[config.mk]
export PLATFORM = sky130hd
export DESIGN_NAME = exc_arbiter
export DESIGN_NICKNAME = d
export VERILOG_FILES = /design/src/rtl/exc_arbiter_pkg.sv /design/src/rtl/exc_prio_enc.sv /design/src/rtl/exc_arbiter.sv
export SDC_FILE = /design/constraint.sdc
export NUM_CORES = 1
export LEC_CHECK = 0
export CAP_MARGIN = 20
export CORE_AREA = 2 2 125 127
export CTS_CLUSTER_DIAMETER = 80
export DETAILED_ROUTE_END_ITERATION = 6
export DIE_AREA = 0 0 127 129
export SLEW_MARGIN = 30
export SYNTH_ARGS = -nofsm -noshare
export SYNTH_HDL_FRONTEND = slang
export SYNTH_HIERARCHICAL = 1
export SYNTH_SLANG_ARGS = --single-unit
[constraint.sdc]
create_clock -name clk -period 3.1 [get_ports clk]
set_clock_uncertainty 0.1 [all_clocks]
set_input_delay 0.31 -clock clk [delete_from_list [all_inputs] [get_ports clk]]
set_output_delay 0.31 -clock clk [all_outputs]
set_load 0.02 [all_outputs]
[src/rtl/exc_arbiter_pkg.sv]
// rtl/exc_arbiter_pkg.sv - shared exception codes, CP0 addresses and Status/Cause field positions
package exc_arbiter_pkg;

   localparam logic [4:0] EXC_INT  = 5'd0;
   localparam logic [4:0] EXC_ADEL = 5'd4;
   localparam logic [4:0] EXC_ADES = 5'd5;
   localparam logic [4:0] EXC_SYS  = 5'd8;
   localparam logic [4:0] EXC_BP   = 5'd9;
   localparam logic [4:0] EXC_RI   = 5'd10;
   localparam logic [4:0] EXC_OV   = 5'd11 + 5'd1;

   // CP0 write address is {reg[4:0], sel[2:0]}; EPC is register 14, select 0.
   localparam logic [7:0] CP0_ADDR_EPC = 8'h70;

   localparam int ST_IE  = 0;
   localparam int ST_EXL = 1;
   localparam int ST_BEV = 22;
   localparam int IM_LO  = 8;
   localparam int IM_HI  = 15;

   typedef enum logic [1:0] {
      BADV_NONE  = 2'd0,
      BADV_PC    = 2'd1,
      BADV_DADDR = 2'd2
   } badv_sel_e;

   function automatic logic int_pending(input logic [31:0] cause, input logic [31:0] status);
      return status[ST_IE] & ~status[ST_EXL] & (|(cause[IM_HI:IM_LO] & status[IM_HI:IM_LO]));
   endfunction

endpackage

[src/rtl/exc_prio_enc.sv]
// rtl/exc_prio_enc.sv - fixed-priority exception cause encoder
module exc_prio_enc
   import exc_arbiter_pkg::*;
(
   input  logic       int_req,
   input  logic       if_adel,
   input  logic       ri,
   input  logic       ov,
   input  logic       sys,
   input  logic       bp,
   input  logic       ld_adel,
   input  logic       st_ades,
   output logic       exc,
   output logic [4:0] excode,
   output badv_sel_e  badv_sel
);

   always_comb begin
      exc      = 1'b1;
      excode   = EXC_INT;
      badv_sel = BADV_NONE;
      if (int_req) begin
         excode = EXC_INT;
      end else if (if_adel) begin
         excode   = EXC_ADEL;
         badv_sel = BADV_PC;
      end else if (ri) begin
         excode = EXC_RI;
      end else if (ov) begin
         excode = EXC_OV;
      end else if (sys) begin
         excode = EXC_SYS;
      end else if (bp) begin
         excode = EXC_BP;
      end else if (ld_adel) begin
         excode   = EXC_ADEL;
         badv_sel = BADV_DADDR;
      end else if (st_ades) begin
         excode   = EXC_ADES;
         badv_sel = BADV_DADDR;
      end else begin
         exc = 1'b0;
      end
   end

endmodule

[src/rtl/exc_arbiter.sv]
// rtl/exc_arbiter.sv - commit-stage exception/eret arbiter with flush, redirect and refill hold
module exc_arbiter
   import exc_arbiter_pkg::*;
#(
   parameter int          HOLD_CYCLES = 2,
   parameter logic [31:0] VEC_BEV1    = 32'hBFC00380,
   parameter logic [31:0] VEC_BEV0    = 32'h80000180
) (
   input  logic        clk,
   input  logic        resetn,
   input  logic        m_valid,
   input  logic        m_ready,
   input  logic [31:0] m_pc,
   input  logic        m_bd,
   input  logic        m_if_adel,
   input  logic        m_ri,
   input  logic        m_ov,
   input  logic        m_sys,
   input  logic        m_bp,
   input  logic        m_ld_adel,
   input  logic        m_st_ades,
   input  logic        m_eret,
   input  logic [31:0] m_daddr,
   input  logic        cp0_wen,
   input  logic [7:0]  cp0_addr,
   input  logic [31:0] cp0_wdata,
   input  logic [31:0] cause,
   input  logic [31:0] status,
   input  logic [31:0] epc,
   output logic        ex_valid,
   output logic [4:0]  ex_excode,
   output logic        ex_bd,
   output logic [31:0] ex_epc,
   output logic [31:0] ex_badvaddr,
   output logic        ex_eret,
   output logic        flush,
   output logic        redirect_valid,
   output logic [31:0] redirect_pc
);

   localparam int CW = (HOLD_CYCLES < 1) ? 1 : $clog2(HOLD_CYCLES + 1);

   localparam logic [1:0] S_IDLE  = 2'd0;
   localparam logic [1:0] S_FLUSH = 2'd1;
   localparam logic [1:0] S_HOLD  = 2'd2;

   logic [1:0]    state;
   logic [CW-1:0] hold_cnt;
   logic          int_req;
   logic          exc;
   logic [4:0]    excode;
   badv_sel_e     badv_sel;
   logic          commit;
   logic          event_take;
   logic [31:0]   epc_fwd;
   logic [31:0]   target;
   logic          unused_bits;

   assign int_req = int_pending(cause, status);
   assign commit  = m_valid & m_ready & (state == S_IDLE);

   exc_prio_enc u_prio (
      .int_req  (int_req),
      .if_adel  (m_if_adel),
      .ri       (m_ri),
      .ov       (m_ov),
      .sys      (m_sys),
      .bp       (m_bp),
      .ld_adel  (m_ld_adel),
      .st_ades  (m_st_ades),
      .exc      (exc),
      .excode   (excode),
      .badv_sel (badv_sel)
   );

   assign event_take = commit & (exc | m_eret);

   // Event fields are combinational so CP0 latches them on the commit edge.
   always_comb begin
      ex_valid    = event_take;
      ex_excode   = exc ? excode : 5'd0;
      ex_eret     = event_take & ~exc;
      ex_bd       = m_bd;
      ex_epc      = m_bd ? (m_pc - 32'd4) : m_pc;
      ex_badvaddr = 32'd0;
      case (badv_sel)
         BADV_PC:    ex_badvaddr = m_pc;
         BADV_DADDR: ex_badvaddr = m_daddr;
         default:    ex_badvaddr = 32'd0;
      endcase
   end

   // An mtc0 to EPC in the same cycle as eret must win over the stale register.
   assign epc_fwd = (cp0_wen && (cp0_addr == CP0_ADDR_EPC)) ? cp0_wdata : epc;
   assign target  = exc ? (status[ST_BEV] ? VEC_BEV1 : VEC_BEV0) : epc_fwd;

   always_ff @(posedge clk or negedge resetn) begin
      if (!resetn) begin
         state          <= S_IDLE;
         hold_cnt       <= '0;
         flush          <= 1'b0;
         redirect_valid <= 1'b0;
         redirect_pc    <= 32'd0;
      end else begin
         case (state)
            S_IDLE: begin
               if (event_take) begin
                  state          <= S_FLUSH;
                  flush          <= 1'b1;
                  redirect_valid <= 1'b1;
                  redirect_pc    <= target;
               end
            end
            S_FLUSH: begin
               flush          <= 1'b0;
               redirect_valid <= 1'b0;
               hold_cnt       <= CW'(HOLD_CYCLES);
               state          <= (HOLD_CYCLES == 0) ? S_IDLE : S_HOLD;
            end
            S_HOLD: begin
               hold_cnt <= hold_cnt - CW'(1);
               if (hold_cnt == CW'(1)) begin
                  state <= S_IDLE;
               end
            end
            default: begin
               state <= S_IDLE;
            end
         endcase
      end
   end

   assign unused_bits = ^{cause[31:16], cause[7:0], status[31:23], status[21:16], status[7:2]};

endmodule

==> flow_summary.toml <==
[outcome]
outcome = "finished clean"

[pwr]
power.internal_w = 0.00143
p_clk_frac = 0.226
power_switching_w = 0.000752
swShare = 0.345
peakVddDrop_mv = 0.329
comb_power_share = 0.489
p_leak_nw = 2.95
power_density_nw_per_um2 = 338
p_seq_frac = 0.285
total_power_w = 0.00218

[global_route]
gr-total-overflow = 0
grt_max_degree = 38
grt_use_met2 = 0.292
top_usage_layer = "met2"
grt_pass1_wl_mm = 21.5
met1_usage = 0.222
grt_pass1_vias = 3703
antenna_found_initial = 0
use_met3 = 0.0287
grt_use_total = 0.169

[routing]
num_vias = 3932
viasPerCell = 4.57
drt.antenna.violating_nets = 0
wl_per_cell_um = 17.9
wl_mm = 15.4
drcViolationCount = 0
dr.pass1.iters = 4
dr.first_iter.drc_count = 165

[critical_path]
startpoint_type = "input port"
crit_type = "in2out"
cp_slowest_cell = "or4_4"
critPathRequiredTime_ns = 2.69
cpPeakStageDelay_ns = 0.46
arrival_ns = 2.57
cp_max_fo = 5
cp_common_cell = "buf_4"
endpoint_kind = "output port"
crit_chain = "clkdlybuf4s50_1, a22o_1, a221oi_2, a311oi_2, nor2_1, nand2_2, or4_4, buf_4, and2_1, buf_4"

[hold_path]
hold_path.class = "reg2reg"

[timing]
max_freq_mhz = 336
setup_viol = 0
tns_ns = 0
finalHoldViolCount = 0
layout_min_cycle_time_ns = 2.98
slew_viol_final = 0
relSlewSlack = 0.634
worst_hold_slack_ns = 0.377
worstMarginPinSlew_ns = 0.549
fin_crit_sh = 0.961

[cells_and_area]
final_common_cell = "clkdlybuf4s50_1"
fin_area_um2 = 6450
nFillCells = 1476
regArea_um2 = 926
drive_above_1_share = 0.189
fin_util = 0.431
mostFrequentLayoutCells = "clkdlybuf4s50_1 (222), nor2_1 (48), buf_4 (45), dfrtp_1 (37)"
fin_nets = 894
area_growth_syn_to_layout_pct = 113
n_antenna_cell = 0
multi_input_area_um2 = 2050

[synth]
yosysUniqueCellTypes = 45
syn_inst = 369
synth_ff_type = "dfrtp_1"
seq_area_frac_synth = 0.306
avgSynthCellArea_um2 = 8.20
synth_warnings = 6
synth_seq_cells = 37
synth_area_um2 = 3030
syn_nets = 591
synth-edff-count = 0
ys_async_sr_fraction = 1.00

[clocking]
clock_path_buffers = 2
path_clk_slew_ns = 0.06
cts_buffers = 5
root_buffer = "clkbuf_16"
cts_tree = "done"
clkSinkCount = 37
clock_latency_ns = 0.28
cts.htree.levels = 2

[floorplan]
start_util = 0.202
rows = 45
die_x_um = 127
die_area_um2 = 16400
core_area_um2 = 15000
die_h_um = 129
ios = 320

[job]
max_cap_violations = 0

[placed_design]
routabilityCongestion = 0.933
place_area_um2 = 6240
port_buffers = 273
dp_hpwl_mm = 12.4
## through the flow
stage / worst slack (ns) / instances
2_1_floorplan: 0.521 / 369
3_3_place_gp: -0.401 / 846
3_5_place_dp: -0.421 / 846
4_1_cts: 0.00168 / 858
5_1_grt: -0.0188 / 861
6_report: 0.122 / 861
## cell families after synthesis
family,Yosys count,synth area share
flip-flops,37,0.306
adder cells (fa/ha/maj),8,0.0331
other,1,0.00124
multiplexers,34,0.113
AND/OR/NAND/NOR,129,0.219
AO/OA/AOI/OAI,90,0.185
buffers and inverters,41,0.0587
XOR/XNOR,29,0.0839
## sequential cells by signal, summed over array words and instances, names as in the netlist
name and flops:
state 2, redirect_pc 32, hold_cnt 2, redirect_valid 1
## final timing paths
kind	from	to	slack, ns	depth (start not counted)
setup reg to reg	state[0]	state[0]	1.01	7
hold / removal	redirect_pc[14]	redirect_pc[14]	0.38	2
max in group asynchronous	resetn	hold_cnt[0]	2.12	2
setup / recovery	status[9]	ex_excode[0]	0.12	10
hold reg to reg	redirect_pc[14]	redirect_pc[14]	0.38	2
min in group asynchronous	resetn	redirect_pc[0]	0.45	2
## power groups by stage
stage	Sequential (W)	Combinational [W]	Clock, W
final	0.000621	0.00107	0.000492
after global routing	0.000631	0.00114	0.000528
after CTS	0.000621	0.00105	0.000509
after detailed placement	0.000631	0.00105	0
after global placement	0.000623	0.00103	0
after floorplan	0.000702	0.000365	0
## cell type report
class,instances,area share
timing repair buffer,323,0.472
multi-input combinational,291,0.318
sequential,37,0.144
tap,188,0.0365
clock buffer,5,0.0194
inverter,14,0.00815
clock inverter,3,0.00272
## layer usage
metal  vias to the layer above  share of wire
met4                         0          0.022
met1                      1861           0.43
li1                       1911              -
met2                       142           0.50
met3                        18          0.047
met5                         -              0
## cell usage after synthesis (5+ instances only)
cell	count	area [um2]
and2_1	6	37.5
inv_1	14	52.6
nand3_1	6	30.0
ha_1	8	100
o21ai_0	32	160
nor2_1	50	188
xor2_1	13	114
mux2i_1	32	320
nand2_1	27	101
nor3_1	9	45.0
dfrtp_1	37	926
buf_4	5	37.5
a21oi_1	16	80.1
a22oi_1	34	255
clkbuf_1	17	63.8
xnor2_1	16	140
## repair_timing
item,CTS,global route
setup endpoints to repair,45,47
buffers inserted,4,0
pin swaps,2,5
endpoints found under the hold margin,0,37
hold buffers,0,1
gates resized for setup,100,80
gates cloned,0,2
## worst max-delay path, delay by kind of cell
kind / cells / cell delay, ns
simple gates: 4 / 0.94
buf+inv: 3 / 0.73
compound gates: 3 / 0.59
Note: power is estimated with default switching activity, not from simulation.
